==> config.mk <==
export PLATFORM = sky130hd
export DESIGN_NAME = multicycle_controller
export DESIGN_NICKNAME = d
export VERILOG_FILES = /design/src/rtl/ctrl_pkg.sv /design/src/rtl/alu_conf_encoder.sv /design/src/rtl/multicycle_controller.sv
export SDC_FILE = /design/constraint.sdc
export NUM_CORES = 1
export LEC_CHECK = 0
export BUFFER_PORTS_ARGS = -buffer_cell sky130_fd_sc_hd__buf_2
export CAP_MARGIN = 10
export CELL_PAD_IN_SITES_DETAIL_PLACEMENT = 0
export CELL_PAD_IN_SITES_GLOBAL_PLACEMENT = 1
export CORE_MARGIN = 5
export CORE_UTILIZATION = 29
export DETAILED_ROUTE_END_ITERATION = 8
export PLACE_DENSITY_LB_ADDON = 0.1
export SLEW_MARGIN = 0
export SYNTH_ARGS = -nofsm -noshare
export SYNTH_HDL_FRONTEND = slang
export SYNTH_SLANG_ARGS = --single-unit
==> constraint.sdc <==
create_clock -name clk -period 1.5 [get_ports clk]
set_input_delay 0.15 -clock clk [delete_from_list [all_inputs] [get_ports clk]]
set_output_delay 0.15 -clock clk [all_outputs]
set_load 0.005 [all_outputs]
==> src/rtl/ctrl_pkg.sv <==
// Shared encodings for the multi-cycle MIPS controller: opcodes, functs, ALU ops, states, mux selects.
package ctrl_pkg;

  localparam logic [5:0] OP_RTYPE = 6'h00;
  localparam logic [5:0] OP_J     = 6'h02;
  localparam logic [5:0] OP_JAL   = 6'h03;
  localparam logic [5:0] OP_BEQ   = 6'h04;
  localparam logic [5:0] OP_ADDI  = 6'h08;
  localparam logic [5:0] OP_ADDIU = 6'h09;
  localparam logic [5:0] OP_SLTI  = 6'h0a;
  localparam logic [5:0] OP_SLTIU = 6'h0b;
  localparam logic [5:0] OP_ANDI  = 6'h0c;
  localparam logic [5:0] OP_ORI   = 6'h0d;
  localparam logic [5:0] OP_LUI   = 6'h0f;
  localparam logic [5:0] OP_LW    = 6'h23;
  localparam logic [5:0] OP_SW    = 6'h2b;

  localparam logic [5:0] F_SLL  = 6'h00;
  localparam logic [5:0] F_SRL  = 6'h02;
  localparam logic [5:0] F_SRA  = 6'h03;
  localparam logic [5:0] F_JR   = 6'h08;
  localparam logic [5:0] F_JALR = 6'h09;
  localparam logic [5:0] F_ADD  = 6'h20;
  localparam logic [5:0] F_ADDU = 6'h21;
  localparam logic [5:0] F_SUB  = 6'h22;
  localparam logic [5:0] F_SUBU = 6'h23;
  localparam logic [5:0] F_AND  = 6'h24;
  localparam logic [5:0] F_OR   = 6'h25;
  localparam logic [5:0] F_XOR  = 6'h26;
  localparam logic [5:0] F_NOR  = 6'h27;
  localparam logic [5:0] F_SLT  = 6'h2a;
  localparam logic [5:0] F_SLTU = 6'h2b;
  localparam logic [5:0] ANDN_FUNCT_DEFAULT = 6'h2c;

  localparam logic [4:0] ALU_ADD  = 5'b00000;
  localparam logic [4:0] ALU_OR   = 5'b00001;
  localparam logic [4:0] ALU_AND  = 5'b00010;
  localparam logic [4:0] ALU_SUB  = 5'b00110;
  localparam logic [4:0] ALU_SLT  = 5'b00111;
  localparam logic [4:0] ALU_NOR  = 5'b01100;
  localparam logic [4:0] ALU_XOR  = 5'b01101;
  localparam logic [4:0] ALU_SRL  = 5'b10000;
  localparam logic [4:0] ALU_SRA  = 5'b11000;
  localparam logic [4:0] ALU_SLL  = 5'b11001;
  localparam logic [4:0] ALU_ANDN = 5'b11010;

  localparam logic [1:0] SRCA_PC = 2'b00, SRCA_RS = 2'b01, SRCA_SHAMT = 2'b10;
  localparam logic [1:0] SRCB_RT = 2'b00, SRCB_FOUR = 2'b01, SRCB_IMM = 2'b10, SRCB_IMM_SH = 2'b11;
  localparam logic [1:0] PCSRC_ALU = 2'b00, PCSRC_ALUOUT = 2'b01, PCSRC_JUMP = 2'b10, PCSRC_RS = 2'b11;
  localparam logic [1:0] DST_RT = 2'b00, DST_RD = 2'b01, DST_RA = 2'b10;
  localparam logic [1:0] M2R_ALU = 2'b00, M2R_MDR = 2'b01, M2R_PC = 2'b10;

  typedef enum logic [3:0] {
    S_IF, S_ID, S_MEMADR, S_MEMRD, S_MEMWB, S_MEMWR, S_EXE_R,
    S_WB_R, S_EXE_I, S_WB_I, S_BRANCH, S_JUMP, S_JR
  } state_t;

  // Which rule the ALU op follows in the current state.
  typedef enum logic [1:0] {CLS_ADD, CLS_SUB, CLS_R, CLS_I} alu_cls_t;

  function automatic logic is_shift(input logic [5:0] f);
    return (f == F_SLL) || (f == F_SRL) || (f == F_SRA);
  endfunction

endpackage

==> src/rtl/alu_conf_encoder.sv <==
// Combinational ALU op/signedness selection from state class, opcode and funct.
// Zero latency; no flow control.
module alu_conf_encoder
  import ctrl_pkg::*;
#(
  parameter logic [5:0] ANDN_FUNCT = ANDN_FUNCT_DEFAULT
) (
  input  alu_cls_t   cls,
  input  logic [5:0] op_code,
  input  logic [5:0] funct,
  output logic [4:0] alu_conf,
  output logic       sign
);

  always_comb begin
    alu_conf = ALU_ADD;
    sign     = 1'b0;
    case (cls)
      CLS_SUB: alu_conf = ALU_SUB;
      CLS_R: begin
        case (funct)
          F_ADD, F_ADDU: alu_conf = ALU_ADD;
          F_SUB, F_SUBU: alu_conf = ALU_SUB;
          F_AND:         alu_conf = ALU_AND;
          F_OR:          alu_conf = ALU_OR;
          F_XOR:         alu_conf = ALU_XOR;
          F_NOR:         alu_conf = ALU_NOR;
          F_SLT:         begin alu_conf = ALU_SLT; sign = 1'b1; end
          F_SLTU:        alu_conf = ALU_SLT;
          F_SLL:         alu_conf = ALU_SLL;
          F_SRL:         alu_conf = ALU_SRL;
          F_SRA:         alu_conf = ALU_SRA;
          ANDN_FUNCT:    alu_conf = ALU_ANDN;
          default:       alu_conf = ALU_ADD;
        endcase
      end
      CLS_I: begin
        case (op_code)
          OP_ANDI:  alu_conf = ALU_AND;
          OP_ORI:   alu_conf = ALU_OR;
          OP_SLTI:  begin alu_conf = ALU_SLT; sign = 1'b1; end
          OP_SLTIU: alu_conf = ALU_SLT;
          default:  alu_conf = ALU_ADD;
        endcase
      end
      default: alu_conf = ALU_ADD;
    endcase
  end

endmodule

==> src/rtl/multicycle_controller.sv <==
// Main FSM of the multi-cycle MIPS datapath: IF/ID/EX/MEM/WB sequencing, strobes, mux selects, ALU op.
// Moore outputs, 2-5 cycles per instruction; no backpressure, reset forces all outputs idle at once.
module multicycle_controller
  import ctrl_pkg::*;
#(
  parameter logic [5:0] ANDN_FUNCT = ANDN_FUNCT_DEFAULT
) (
  input  logic       clk,
  input  logic       reset,
  input  logic [5:0] OpCode,
  input  logic [5:0] Funct,
  output logic       PCWrite,
  output logic       PCWriteCond,
  output logic       IorD,
  output logic       MemRead,
  output logic       MemWrite,
  output logic       IRWrite,
  output logic       RegWrite,
  output logic [1:0] RegDst,
  output logic [1:0] MemtoReg,
  output logic [1:0] ALUSrcA,
  output logic [1:0] ALUSrcB,
  output logic [1:0] PCSource,
  output logic       ExtOp,
  output logic       LuOp,
  output logic [4:0] ALUConf,
  output logic       Sign
);

  state_t   state, next_state;
  alu_cls_t cls;

  always_ff @(posedge clk or posedge reset) begin
    if (reset) state <= S_IF;
    else       state <= next_state;
  end

  always_comb begin
    next_state = S_IF;
    case (state)
      S_IF: next_state = S_ID;
      S_ID: begin
        case (OpCode)
          OP_LW, OP_SW: next_state = S_MEMADR;
          OP_RTYPE:     next_state = (Funct == F_JR || Funct == F_JALR) ? S_JR : S_EXE_R;
          OP_ADDI, OP_ADDIU, OP_ANDI, OP_ORI,
          OP_SLTI, OP_SLTIU, OP_LUI: next_state = S_EXE_I;
          OP_BEQ:       next_state = S_BRANCH;
          OP_J, OP_JAL: next_state = S_JUMP;
          default:      next_state = S_IF;
        endcase
      end
      S_MEMADR: next_state = (OpCode == OP_LW) ? S_MEMRD : S_MEMWR;
      S_MEMRD:  next_state = S_MEMWB;
      S_EXE_R:  next_state = S_WB_R;
      S_EXE_I:  next_state = S_WB_I;
      default:  next_state = S_IF;
    endcase
  end

  // Reset gating keeps the ALU on ADD while held, even though the state already reads S_IF.
  always_comb begin
    cls = CLS_ADD;
    if (!reset) begin
      case (state)
        S_BRANCH: cls = CLS_SUB;
        S_EXE_R:  cls = CLS_R;
        S_EXE_I:  cls = CLS_I;
        default:  cls = CLS_ADD;
      endcase
    end
  end

  alu_conf_encoder #(.ANDN_FUNCT(ANDN_FUNCT)) u_alu_conf (
    .cls      (cls),
    .op_code  (OpCode),
    .funct    (Funct),
    .alu_conf (ALUConf),
    .sign     (Sign)
  );

  always_comb begin
    PCWrite     = 1'b0;
    PCWriteCond = 1'b0;
    IorD        = 1'b0;
    MemRead     = 1'b0;
    MemWrite    = 1'b0;
    IRWrite     = 1'b0;
    RegWrite    = 1'b0;
    RegDst      = DST_RT;
    MemtoReg    = M2R_ALU;
    ALUSrcA     = SRCA_PC;
    ALUSrcB     = SRCB_RT;
    PCSource    = PCSRC_ALU;
    ExtOp       = 1'b0;
    LuOp        = 1'b0;
    if (!reset) begin
      case (state)
        S_IF: begin
          PCWrite = 1'b1; MemRead = 1'b1; IRWrite = 1'b1; ALUSrcB = SRCB_FOUR;
        end
        S_ID: begin
          ALUSrcB = SRCB_IMM_SH; ExtOp = 1'b1;
        end
        S_MEMADR: begin
          ALUSrcA = SRCA_RS; ALUSrcB = SRCB_IMM; ExtOp = 1'b1;
        end
        S_MEMRD: begin MemRead = 1'b1; IorD = 1'b1; end
        S_MEMWB: begin RegWrite = 1'b1; MemtoReg = M2R_MDR; end
        S_MEMWR: begin MemWrite = 1'b1; IorD = 1'b1; end
        S_EXE_R: ALUSrcA = is_shift(Funct) ? SRCA_SHAMT : SRCA_RS;
        S_WB_R:  begin RegWrite = 1'b1; RegDst = DST_RD; end
        S_EXE_I: begin
          ALUSrcA = SRCA_RS; ALUSrcB = SRCB_IMM;
          ExtOp   = !(OpCode == OP_ANDI || OpCode == OP_ORI);
          LuOp    = (OpCode == OP_LUI);
        end
        S_WB_I: RegWrite = 1'b1;
        S_BRANCH: begin
          ALUSrcA = SRCA_RS; PCWriteCond = 1'b1; PCSource = PCSRC_ALUOUT;
        end
        S_JUMP: begin
          PCWrite = 1'b1; PCSource = PCSRC_JUMP;
          if (OpCode == OP_JAL) begin
            RegWrite = 1'b1; RegDst = DST_RA; MemtoReg = M2R_PC;
          end
        end
        S_JR: begin
          PCWrite = 1'b1; PCSource = PCSRC_RS;
          if (Funct == F_JALR) begin
            RegWrite = 1'b1; RegDst = DST_RD; MemtoReg = M2R_PC;
          end
        end
        default: ;
      endcase
    end
  end

endmodule
## Yosys cells after proc, flatten, opt, wreduce, memory -nomap -nowiden

Index checks and enable logic that the tools add are counted.

| cells by class | value |
|---|---|
| equal/unequal tests | 40 |
| muxes and demuxes | 46 |
| reduce and logical (&&, ||, !) cells | 21 |

Operators by type and width:

| cell | number |
|---|---|
| equality test 6 bit (second input constant) | 11 |
| equality test 6 x 4 -> 1 bit (second input constant) | 9 |
| case mux 5 bit (10 select lines) | 1 |
| case mux 2 bit (3 select lines) | 5 |
| equality test 6 x 2 -> 1 bit (second input constant) | 4 |
| case mux 4 bit (6 select lines) | 1 |
| two-way mux 1 bit | 21 |
| equality test 4 bit (second input constant) | 5 |
| case mux 4 bit (5 select lines) | 1 |
| two-way mux 2 bit | 9 |
| OR reduction 2 bit | 9 |
| equality test 4 x 3 -> 1 bit (second input constant) | 4 |
| case mux 5 bit (3 select lines) | 1 |
| logical NOT 6 bit | 2 |
| case mux 3 bit (3 select lines) | 1 |
| OR reduction 3 bit | 3 |
| equality test 4 x 2 -> 1 bit (second input constant) | 2 |
| OR reduction 7 bit | 1 |
| equality test 6 x 3 -> 1 bit (second input constant) | 1 |
| equality test 2 bit (second input constant) | 2 |
| equality test 4 x 1 -> 1 bit (second input constant) | 1 |
| logical NOT 4 bit | 1 |
| logical OR 1 bit | 4 |
| two-way mux 4 bit | 1 |
| 6 further kinds | 7 |

| storage, ports and cells | value |
|---|---|
| flip-flop bits (word level) | 4 |
| logic and storage cells | 108 |

## Depth between registers and ports, before layout

| logic depth | value |
|---|---|
| word-level depth | 6 |
| mapped depth | 6 |

## Cells and area by module

From an unflattened synthesis, not the netlist that was laid out.

| second synthesis, totals | value |
|---|---|
| cell total of the unflattened synthesis | 135 |
| area, all modules | 928.4 µm² |

By module, submodules not included:

| module | times used | cells an instance | area an instance (µm²) | sequential area each (µm²) |
|---|---|---|---|---|
| multicycle_controller | 1 | 99 | 693.2 | 100.1 |
| alu_conf_encoder | 1 | 36 | 235.2 | 0.0 |

## Worst setup path before layout

Ideal clock, no wire load.

| path | value |
|---|---|
| kind | input-to-output |
| start point | in Funct[1] |
| end point | out RegWrite |
| data arrival time | 1.507 ns |
| data required time | 1.350 ns |
| slack | -0.157 ns |
| cell stages on the path | 5 |
| cell sequence | buf_6 -> or3_1 -> or4_4 -> a221oi_2 -> o21bai_1 |

| on the way | value |
|---|---|
| longest elaborated chain between the ends | 4 |

Ends and longest elaborated chain:

| item | line | source |
|---|---|---|
| from (decl) | multicycle_controller.sv:11 | `input logic [5:0] Funct,` |
| equality test 6 x 4 -> 1 bit | multicycle_controller.sv:130 | `if (Funct == F_JALR) begin` |
| two-way mux 1 bit | multicycle_controller.sv:130 |  |
| case mux 1 bit (3 select lines) | multicycle_controller.sv:98 | `case (state)` |
| two-way mux 1 bit | multicycle_controller.sv:97 | `if (!reset) begin` |
| to (decl) | multicycle_controller.sv:18 | `output logic RegWrite,` |

Every way passes these cells.

## Final worst setup path

| path | value |
|---|---|
| start point | reg state[2] |
| end point | out RegWrite |

| on the way | value |
|---|---|
| longest elaborated chain between the ends | 4 |

Ends and longest elaborated chain:

| item | line | source |
|---|---|---|
| from (decl) | multicycle_controller.sv:30 | `state_t state, next_state;` |
| from (signal assigned) | multicycle_controller.sv:35 | `else state <= next_state;` |
| equality test 4 x 3 -> 1 bit or equality test 4 bit (tied branches) | multicycle_controller.sv:98 |  |
| OR reduction 3 bit (no source line) | -- |  |
| case mux 1 bit (3 select lines) * | multicycle_controller.sv:98 |  |
| two-way mux 1 bit * | multicycle_controller.sv:97 |  |

Mark *: on every way between the ends. The rest lies on a longest branch, timed or not.

==> flow_metrics.env <==
export IMPL_cp_arrival_ps=1820
export IMPL_cts_root_buffer="clkbuf_4"
export IMPL_tightest_slew_ps=443
export IMPL_antenna_found_initial=0
export IMPL_design_area_um2=1870
export IMPL_clkTransAtPathRegs_ps=40
export IMPL_nNetsFinal=240
export IMPL_rsz0062_at_grt="yes"
export IMPL_cts_buffers=3
export IMPL_dr_pass1_iters=4
export IMPL_power_density_nw_per_um2=855
export IMPL_boundaryPins=39
export IMPL_grt_pass1_wl_um=5840
export IMPL_ys_warn_count=0
export IMPL_cp_required_ps=1350
export IMPL_synth_area_top_cells="dfrtp_1, buf_6, nor2_1"
export IMPL_largest_register="state"
export IMPL_grt_max_degree=11
export IMPL_worstSetupStartpointType="register"
export IMPL_period_minus_slack_ps=1970
export IMPL_port_buffers=38
export IMPL_start_util=0.306
export IMPL_htreeDepth=1
export IMPL_utilization=0.608
export IMPL_gp_congestion=0.845
export IMPL_rr_endpoint="state[3]$_DFF_PP0_"
export IMPL_synth_area_um2=941
export IMPL_syn_avg_cell_area_um2=6.97
export IMPL_fp_dieH_um=67.0
export IMPL_wl_per_cell_um=14.7
export IMPL_holdPathStages=3
export IMPL_synth_top_area_cell="dfrtp_1"
export IMPL_synth_seq_cells=4
export IMPL_worstHoldPathType="in2reg"
export IMPL_worstPathMaxFanout=3
export IMPL_die_area_um2=4480
export IMPL_setup_viol=27
export IMPL_finalCritPeriodShare=1.32
export IMPL_top_layer_used="met4"
export IMPL_rows=20
export IMPL_p_leak_nw=0.857
export IMPL_drive_gt1_frac=0.661
export IMPL_min_from="OpCode[4]"
export IMPL_yosysTopAreaCellShare=0.106
export IMPL_synthArstFlopShare=1.00
export IMPL_clk_latency_ps=240
export IMPL_ir_drop_mv=0.413
export IMPL_cts_tree="yes"
export IMPL_reg2reg_from="state[1]$_DFF_PP0_"
export IMPL_ant_nets=0
export IMPL_reg2reg_depth=7
export IMPL_grt_use_total=0.166
export IMPL_final_critical_path_setup_slack_ps=-474
export IMPL_crit_type="reg2out"
export IMPL_synthTopCellsByCount="nor2_1, nand3_1, a21oi_1"
export IMPL_first_global_vias=1362
export IMPL_ys_types=53
export IMPL_hold_viol_final=0
export IMPL_diodes=0
export IMPL_synth_top_flop_cell="dfrtp_1"
export IMPL_wl_met1_um=1660
export IMPL_nFillCells=297
export IMPL_drtIter0Drc=41
export IMPL_rrSetupSlack_ps=-50
export IMPL_slew_viol_final=0
export IMPL_clock_fmax_mhz=507
export IMPL_viasPerCell=5.28
export IMPL_netlist_instances=135
export IMPL_violations="negative setup slack"
export IMPL_dp_hpwl_um=2810
export IMPL_yosysSeqAreaShare=0.106
export IMPL_drt_total_wl_um=3940
export IMPL_timing_clock_skew_ps=4.39
export IMPL_cts_sinks=4
export IMPL_min_to="state[1]$_DFF_PP0_"
export IMPL_synth_edf_count=0
export IMPL_critPathCaptureType="output port"
export IMPL_syn2layout_area_growth_pct=98.9
export IMPL_synth_fp_nets=149
export IMPL_drc=0
export IMPL_die_w_um=67.0
export IMPL_yosys_cell_count_top_type="nor2_1"
export IMPL_placed_area_um2=1410
export IMPL_core_area_um2=3080
export IMPL_largest_reg_flops=4
export IMPL_outcome="finished with violations"
export IMPL_route_met3_wl_um=179
export IMPL_overflow=0
export IMPL_dr_total_vias=1416
export IMPL_reg_top3="state (4)"
export IMPL_cts_buffer_depth=2
export IMPL_wl_met2_um=2070
export IMPL_drv_cap=0
export IMPL_relSlewSlack=0.704
-- cells in the final DEF, fill, tap and decap left out, drive strengths merged, types with 2 or more instances in the layout --
| master | netlist | routed |
|---|---|---|
| nor2 | 14 | 14 |
| nor2b | 4 | 4 |
| clkbuf | 5 | 3 |
| dfrtp | 4 | 4 |
| and3 | 2 | 2 |
| nand2b | 4 | 4 |
| buf | 8 | 99 |
| a21oi | 8 | 8 |
| a31oi | 3 | 3 |
| nand3 | 9 | 9 |
| o22ai | 2 | 2 |
| nor4 | 4 | 4 |
| nand3b | 2 | 2 |
| nor3 | 4 | 4 |
| nand2 | 6 | 6 |
| xor2 | 2 | 2 |
| and2 | 2 | 2 |
| inv | 7 | 7 |
| nor3b | 3 | 3 |
| nand4 | 4 | 4 |
| o21ai | 9 | 9 |
| o31ai | 2 | 2 |
| o32ai | 2 | 2 |
| or3 | 3 | 3 |
-- how the worst max path moves through the flow --
| stage | from | end | slack (ps) |
|---|---|---|---|
| after global routing | state[1]$_DFF_PP0_ | RegWrite | -550 |
| after floorplan | Funct[1] | RegWrite | -140 |
| after global placement | Funct[5] | RegWrite | -290 |
| final | state[2]$_DFF_PP0_ | RegWrite | -470 |
| after detailed placement | Funct[5] | RegWrite | -310 |
| after CTS | state[1]$_DFF_PP0_ | RegWrite | -500 |
-- critical path, cell delays in order (launching register included) --
cell and delay, ps:
dfrtp_2 450, buf_6 140, and4b_2 270, nand4_1 180
a221oi_2 290, o21bai_1 140, buf_2 130
-- stage by stage --
stage               setup TNS, ps  hold slack [ps]  instances  total power, W  setup slack, ps
finish                      -6540              247        268         0.00160             -474
global route                -8540              259        268         0.00171             -553
CTS                         -6610              235        259         0.00138             -498
detailed placement          -1490              408        244         0.00105             -310
global placement            -1450              413        244         0.00104             -293
floorplan                    -197             66.6        135        0.000671             -140
-- metal layers --
metal,track usage,up-vias
li1,-,686
met1,0.190,680
met2,0.319,46
met3,0.0101,4
met4,0.0557,0
met5,0,-
-- power breakdown --
group	total (W)	switching [W]	internal (W)
clock	0.000136	0.0000464	0.0000897
sequential	0.000169	0.0000312	0.000138
combinational	0.00130	0.000601	0.000695
-- what timing repair did --
action                     4_1_cts  5_1_grt
setup endpoints to repair       26       28
resized for setup               36       32
buffers inserted                12       15
pin swaps                       18       19
cloned                           0        0
hold buffers                     0        0
-- layout make-up --
type | count | area [µm²] | area share
Timing Repair Buffer | 99 | 729 | 0.390
Inverter | 7 | 31.3 | 0.0167
Multi-Input combinational cell | 111 | 931 | 0.497
Clock buffer | 3 | 22.5 | 0.0120
Sequential cell | 4 | 103 | 0.0548
Tap cell | 44 | 55.1 | 0.0294
-- cells by family (layout without fill, tap and decap cells) --
family	count (synthesis)	in the layout	synth area share
AO/OA/AOI/OAI	35	35	0.246
XOR/XNOR	3	3	0.0279
buffers and inverters	20	109	0.146
flip-flops	4	4	0.106
multiplexers	2	2	0.0226
AND/OR/NAND/NOR	71	71	0.451
Power figures use the tool's default switching activity.
